File: config.mk
export PLATFORM = sky130hd
export DESIGN_NAME = id_stage_pipe
export DESIGN_NICKNAME = d
export VERILOG_FILES = /design/src/rtl/id_stage_pipe.sv
export SDC_FILE = /design/constraint.sdc
export NUM_CORES = 1
export LEC_CHECK = 0
export ABC_AREA = 1
export CORE_ASPECT_RATIO = 1.2
export CORE_MARGIN = 5
export CORE_UTILIZATION = 40
export CTS_CLUSTER_DIAMETER = 150
export DETAILED_ROUTE_END_ITERATION = 7
export PLACE_DENSITY = 0.76
export SETUP_SLACK_MARGIN = 0.3
export SYNTH_ARGS = -nofsm -noshare
export SYNTH_HDL_FRONTEND = slang
export SYNTH_SLANG_ARGS = --single-unit
File: constraint.sdc
create_clock -name clk -period 2.5 [get_ports clk]
set_input_delay 0.375 -clock clk [delete_from_list [all_inputs] [get_ports clk]]
set_output_delay 0.375 -clock clk [all_outputs]
set_load 0.05 [all_outputs]
File: src/rtl/id_stage_pipe.sv
// -----------------------------------------------------------------------------
// id_stage_pipe
//   Instruction decode stage with a registered ID/EX output. Decodes the logic,
//   logic-immediate, LUI and shift instructions, forwards operands from the EX
//   and MEM stages, and holds the instruction upstream on a load-use hazard.
//   Valid/ready handshake on both the input and the output side.
//
// Ports
//   clk, rst                    clock (rising edge), synchronous active-high reset
//   in_valid / in_ready         upstream handshake for pc_i / inst_i
//   pc_i, inst_i                instruction PC and instruction word
//   flush_i                     kill the held and the incoming instruction
//   reg{1,2}_read_o/_addr_o     regfile read enables / addresses (combinational)
//   reg{1,2}_data_i             regfile read data
//   ex_*                        EX-stage write-back info (incl. load flag)
//   mem_*                       MEM-stage write-back info
//   stallreq_o                  load-use hazard (combinational)
//   out_valid / out_ready       downstream handshake for the ID/EX register
//   pc_o .. inst_invalid_o      ID/EX register contents
// -----------------------------------------------------------------------------
module id_stage_pipe #(
    parameter int DATA_W = 32,
    parameter int ADDR_W = 32,
    parameter int RA_W   = 5,
    parameter bit FWD_EN = 1'b1
) (
    input  logic              clk,
    input  logic              rst,
    input  logic              in_valid,
    output logic              in_ready,
    input  logic [ADDR_W-1:0] pc_i,
    input  logic [31:0]       inst_i,
    input  logic              flush_i,
    output logic              reg1_read_o,
    output logic [RA_W-1:0]   reg1_addr_o,
    input  logic [DATA_W-1:0] reg1_data_i,
    output logic              reg2_read_o,
    output logic [RA_W-1:0]   reg2_addr_o,
    input  logic [DATA_W-1:0] reg2_data_i,
    input  logic              ex_wreg_i,
    input  logic [RA_W-1:0]   ex_wd_i,
    input  logic [DATA_W-1:0] ex_wdata_i,
    input  logic              ex_is_load_i,
    input  logic              mem_wreg_i,
    input  logic [RA_W-1:0]   mem_wd_i,
    input  logic [DATA_W-1:0] mem_wdata_i,
    output logic              stallreq_o,
    output logic              out_valid,
    input  logic              out_ready,
    output logic [ADDR_W-1:0] pc_o,
    output logic [7:0]        aluop_o,
    output logic [2:0]        alusel_o,
    output logic [DATA_W-1:0] reg1_o,
    output logic [DATA_W-1:0] reg2_o,
    output logic [RA_W-1:0]   wd_o,
    output logic              wreg_o,
    output logic              inst_invalid_o
);

    localparam logic [5:0] OP_SPECIAL = 6'h00;
    localparam logic [5:0] OP_ANDI    = 6'h0C;
    localparam logic [5:0] OP_ORI     = 6'h0D;
    localparam logic [5:0] OP_XORI    = 6'h0E;
    localparam logic [5:0] OP_LUI     = 6'h0F;

    localparam logic [2:0] SEL_NOP    = 3'b000;
    localparam logic [2:0] SEL_LOGIC  = 3'b001;
    localparam logic [2:0] SEL_SHIFT  = 3'b010;

    // Operand mux for one read port. A port that is not read carries the
    // immediate / shift amount. $0 always reads as zero, even if a younger
    // stage claims to write it.
    function automatic logic [DATA_W-1:0] pick_operand(
        input logic              re,
        input logic [RA_W-1:0]   addr,
        input logic [DATA_W-1:0] rf_data,
        input logic [DATA_W-1:0] imm,
        input logic              ex_we,
        input logic [RA_W-1:0]   ex_wa,
        input logic [DATA_W-1:0] ex_data,
        input logic              mem_we,
        input logic [RA_W-1:0]   mem_wa,
        input logic [DATA_W-1:0] mem_data
    );
        logic [DATA_W-1:0] val;
        if (!re)
            val = imm;
        else if (addr == '0)
            val = '0;
        else if (FWD_EN && ex_we && ex_wa == addr)
            val = ex_data;
        else if (FWD_EN && mem_we && mem_wa == addr)
            val = mem_data;
        else
            val = rf_data;
        return val;
    endfunction

    logic [5:0]        op, func;
    logic [4:0]        sa;
    logic [RA_W-1:0]   rs, rt, rd;
    logic [15:0]       imm16;

    logic [7:0]        dec_aluop;
    logic [2:0]        dec_sel;
    logic              dec_re1, dec_re2, dec_wreg, dec_inv;
    logic [RA_W-1:0]   dec_wd;
    logic [DATA_W-1:0] dec_imm, src1, src2;
    logic              re1, re2, transfer;

    assign op    = inst_i[31:26];
    assign rs    = RA_W'(inst_i[25:21]);
    assign rt    = RA_W'(inst_i[20:16]);
    assign rd    = RA_W'(inst_i[15:11]);
    assign sa    = inst_i[10:6];
    assign func  = inst_i[5:0];
    assign imm16 = inst_i[15:0];

    always_comb begin
        dec_aluop = 8'h00;
        dec_sel   = SEL_NOP;
        dec_re1   = 1'b0;
        dec_re2   = 1'b0;
        dec_wd    = '0;
        dec_wreg  = 1'b0;
        dec_inv   = 1'b1;
        dec_imm   = '0;
        case (op)
            OP_ORI, OP_ANDI, OP_XORI, OP_LUI: begin
                dec_sel  = SEL_LOGIC;
                dec_re1  = 1'b1;
                dec_wd   = rt;
                dec_wreg = 1'b1;
                dec_inv  = 1'b0;
                case (op)
                    OP_ANDI: dec_aluop = 8'h24;
                    OP_XORI: dec_aluop = 8'h26;
                    default: dec_aluop = 8'h25;
                endcase
                // LUI is executed as OR of $0 with the shifted immediate
                dec_imm = (op == OP_LUI) ? DATA_W'({imm16, 16'h0000}) : DATA_W'(imm16);
            end
            OP_SPECIAL: begin
                if (sa == 5'd0 && (func == 6'h24 || func == 6'h25 ||
                                   func == 6'h26 || func == 6'h27)) begin
                    dec_aluop = {2'b00, func};
                    dec_sel   = SEL_LOGIC;
                    dec_re1   = 1'b1;
                    dec_re2   = 1'b1;
                    dec_wd    = rd;
                    dec_wreg  = 1'b1;
                    dec_inv   = 1'b0;
                end else if (rs == '0 && (func == 6'h00 || func == 6'h02 ||
                                          func == 6'h03)) begin
                    dec_aluop = (func == 6'h00) ? 8'h7C : {2'b00, func};
                    dec_sel   = SEL_SHIFT;
                    dec_re2   = 1'b1;
                    dec_wd    = rd;
                    dec_wreg  = 1'b1;
                    dec_inv   = 1'b0;
                    dec_imm   = DATA_W'(sa);
                end
            end
            default: ;
        endcase
    end

    // Read ports are silenced while in reset
    assign re1         = dec_re1 & ~rst;
    assign re2         = dec_re2 & ~rst;
    assign reg1_read_o = re1;
    assign reg2_read_o = re2;
    assign reg1_addr_o = rst ? '0 : rs;
    assign reg2_addr_o = rst ? '0 : rt;

    assign src1 = pick_operand(re1, rs, reg1_data_i, dec_imm, ex_wreg_i, ex_wd_i, ex_wdata_i,
                               mem_wreg_i, mem_wd_i, mem_wdata_i);
    assign src2 = pick_operand(re2, rt, reg2_data_i, dec_imm, ex_wreg_i, ex_wd_i, ex_wdata_i,
                               mem_wreg_i, mem_wd_i, mem_wdata_i);

    // A load in EX cannot be forwarded yet; hold the consumer upstream
    assign stallreq_o = in_valid & ex_is_load_i & ex_wreg_i & (ex_wd_i != '0) &
                        ((re1 & (ex_wd_i == rs)) | (re2 & (ex_wd_i == rt)));

    assign in_ready = ~rst & (~out_valid | out_ready) & ~stallreq_o;
    assign transfer = in_valid & in_ready & ~flush_i;

    // ---- stage boundary: ID -> ID/EX register ----
    logic              vld_p1;
    logic [ADDR_W-1:0] pc_p1;
    logic [7:0]        aluop_p1;
    logic [2:0]        alusel_p1;
    logic [DATA_W-1:0] reg1_p1, reg2_p1;
    logic [RA_W-1:0]   wd_p1;
    logic              wreg_p1, inv_p1;

    always_ff @(posedge clk) begin
        if (rst) begin
            vld_p1    <= 1'b0;
            pc_p1     <= '0;
            aluop_p1  <= '0;
            alusel_p1 <= '0;
            reg1_p1   <= '0;
            reg2_p1   <= '0;
            wd_p1     <= '0;
            wreg_p1   <= 1'b0;
            inv_p1    <= 1'b0;
        end else if (flush_i) begin
            vld_p1    <= 1'b0;
        end else if (transfer) begin
            vld_p1    <= 1'b1;
            pc_p1     <= pc_i;
            aluop_p1  <= dec_aluop;
            alusel_p1 <= dec_sel;
            reg1_p1   <= src1;
            reg2_p1   <= src2;
            wd_p1     <= dec_wd;
            wreg_p1   <= dec_wreg;
            inv_p1    <= dec_inv;
        end else if (vld_p1 && out_ready) begin
            vld_p1    <= 1'b0;
        end
    end

    assign out_valid      = vld_p1;
    assign pc_o           = pc_p1;
    assign aluop_o        = aluop_p1;
    assign alusel_o       = alusel_p1;
    assign reg1_o         = reg1_p1;
    assign reg2_o         = reg2_p1;
    assign wd_o           = wd_p1;
    assign wreg_o         = wreg_p1;
    assign inst_invalid_o = inv_p1;

endmodule

==> metrics.txt <==
die height=163.5 um; Max stage delay on crit path=0.26 ns; Clock power frac=0.419; Worst Path Required=2.12 ns; CTS Buf Count=17; Top Layer Used=met5; DP Cell Count=2016; P&R area growth vs syn=61.21%; post-synth top area share=0.2882; TritonCTS clock tree=done; Total Routing Usage GR=0.2940; Compound-Gate Fraction of Synth Area=0.01897; CTS Hold Bufs=0; Mapped Area=0.007849 mm2; clk buf depth=2; Starting Density=0.4044; post-route antenna net violation count=0; Synth cell types=30; post-DP HPWL=26.12 mm; met3 routed WL=3.045 mm; GR Overflow Total=0; Slew @ Worst Pin=0.5933 ns; fin crit period=2.148 ns; clk_lat worst skew=0.41 ns; crit path max-delay cell type=or2_4; Final setup viols=0; critical path fanouts, max=3; crit end category=output port; WL/cell=16.54 um; Final Routed Wirelength=34.00 mm; Max Slew Vio Count=0; Sw Pwr=1.883 mW; met2 WL post-DR=16.91 mm; Synth area leader=dfxtp_1; synthesized-area fraction occupied by adder cells=0; P_int=4.299 mW; sequential share of power=0.314; largest cells by area after synthesis=dfxtp_1, nand2_1, nor2_1; Nets=1989; First-pass DRT Iterations=6; Total Die Area=0.02254 mm2; Clock Pin Slew Worst Setup and Hold Paths=0.05 ns; vias in the first global route=10.11k; clk_skew=0.004557 ns; Tot Pwr=6.182 mW; run status=finished clean; CP cell instances=dlygate4sd2_1 -> or2_4 -> nor2_4 -> nand2_4 -> nand2_4 -> nand2_2 -> buf_4 -> inv_1 -> buf_4; max-cap violation count=0; vias post-DR=10.30k; Slew HR=0.6032; post-route clock period utilization=0.8593; Mapped Avg Cell Area=5.447 um2; H-tree Lvls=4; Mapped Cells=1441; post-synthesis sequential element count=113; DRT iter0 DRCs=827; ratio of cells with drive above 1 in the final layout=0.08817; largest family of logic cells by synthesized area=simple AND/OR/NAND/NOR gates; Setup CP Type=in -> out; clock sink total=113; Core Rows=56; LEAKAGE=6.389 nW; RSZ-0062 raised after global routing=false; clk root buf=clkbuf_16; die width=137.9 um; final cell count without fillers=2055; Hold Path Class=in -> reg; Synth warnings=0; first-pass GRT wire length=51.34 mm; routability cong.=0.9782; DRC violations left=0; Comb power frac=0.267; crit start category=input port; largest net degree at the start of global routing=55; PD cells=488.6 mW/mm2; DRT met1 WL=12.21 mm; Via density=5.010; Final Hold Viols=0; f_max=465.5 MHz; Max rail drop VDD=539.0 uV; XOR/XNOR Fraction of Synth Area=0.003348; Worst Path Arrival=1.77 ns; simple-gate area share of the yosys netlist=0.5329; post-synthesis mux area share=0; Std-Cell Core Area=0.01941 mm2; Sw Ratio=0.3046; initial antenna violation count=3; sequential-to-total area share from yosys stat=0.2882; # port buffers=336; Top Ports=339
[cell type report]
class | instances | area, um2
fillers | 1826 | 6755
well taps | 261 | 326.6
repair buffers | 404 | 4146
inverters | 213 | 804.5
clock buffers | 20 | 456.7
clock inverters | 12 | 182.7
multi-input cells | 1030 | 4469
flip-flops and latches | 113 | 2262
diodes | 2 | 5.005
[layer usage]
| metal | track usage | vias to the layer above |
|---|---|---|
| li1 | - | 5064 |
| met1 | 0.3168 | 4578 |
| met2 | 0.5246 | 534 |
| met3 | 0.07055 | 117 |
| met4 | 0.1563 | 2 |
| met5 | 0 | - |
[cells by family (layout without fill, tap and decap cells)]
logic type	after synthesis	after routing
AOI/OAI and AO/OA	27	27
xor gates and xnor gates	3	3
buffers and inverters	299	649
DFF	113	113
other	1	4
and+or+nand+nor	998	998
[path summary, 6_finish.rpt]
path                            startpoint     endpoint  slack [ns]  cells after the start
worst min-delay path             inst_i[5]   reg2_o[21]        0.41                      5
worst min register to register  aluop_o[4]   aluop_o[4]        0.46                      2
worst max-delay path            inst_i[27]  reg2_read_o        0.35                      9
worst max register to register   out_valid     pc_o[22]        0.83                      8
[critical path, delay by kind of cell]
| family | cells | cell delay (ns) |
|---|---|---|
| buffers and inverters | 4 | 0.68 |
| AND/OR/NAND/NOR | 5 | 0.72 |
[state kept, by name, indices dropped and copies added, names as in the netlist]
name / flops
out_valid: 1
wreg_o: 1
alusel_o: 2
inst_invalid_o: 1
aluop_o: 7
wd_o: 5
reg1_o: 32
reg2_o: 32
pc_o: 32
[synth_stat cells]
library cell  number
o21ai_0           10
xnor2_1            2
a21oi_1            9
nand2_1          502
nor4_1             1
clkbuf_1          51
inv_2              3
buf_2             10
or2_1              1
a31oi_1            1
nor3_1             2
nand2_2            2
dfxtp_1          113
nand3_1          147
nor2_2             3
inv_1            208
buf_1              4
nor2_1           260
nand3_4            2
o22ai_1            5
buf_4             18
nand2_4            1
nor2_4             1
a22oi_1            1
clkinv_1           2
a21oi_2            1
nand4_1           76
buf_6              3
conb_1             1
xor2_1             1
[power by group through the flow]
| stage | combinational [mW] | sequential, mW | clock, mW |
|---|---|---|---|
| floorplan | 0.538 | 2.28 | 0 |
| global placement | 1.62 | 1.97 | 0 |
| detailed placement | 1.64 | 1.98 | 0 |
| CTS | 1.64 | 1.94 | 2.61 |
| global route | 1.76 | 1.95 | 2.71 |
| finish | 1.65 | 1.94 | 2.59 |
[placed cells by master, fill, tap and decap left out, types with 5 or more instances in the layout]
| master | Yosys | final |
|---|---|---|
| a21oi_1 | 9 | 6 |
| o21ai_0 | 10 | 10 |
| dlygate4sd2_1 | 0 | 26 |
| clkdlybuf4s50_1 | 0 | 290 |
| nand2_1 | 502 | 498 |
| nor2_2 | 3 | 10 |
| nor2_4 | 1 | 5 |
| clkbuf_16 | 0 | 17 |
| inv_2 | 3 | 9 |
| o22ai_1 | 5 | 5 |
| buf_4 | 18 | 53 |
| inv_1 | 208 | 200 |
| buf_12 | 0 | 27 |
| dfxtp_1 | 113 | 113 |
| nor2_1 | 260 | 249 |
| nand4_1 | 76 | 76 |
| nand3_1 | 147 | 145 |
[repair_timing]
item	4_1_cts	5_1_grt
setup buffers	5	0
gates resized for setup	52	15
pin swaps	19	6
hold endpoints to repair	0	0
endpoints found under the setup margin	4	4
[per-stage QoR]
step	cell area, um2	hold slack, ns	setup slack [ns]	utilization	setup TNS [ns]
after floorplan	7864	0.4465	0.3939	-	0
after global placement	11920	0.4489	-0.01570	0.6144	-0.03458
after detailed placement	11920	0.4511	-0.06981	0.6144	-2.768
after CTS	12630	0.4599	0.3048	0.6509	0
after global routing	12650	0.4385	0.3006	0.6519	0
final	12650	0.4150	0.3518	0.6519	0
Note: power is estimated with default switching activity, not from simulation.
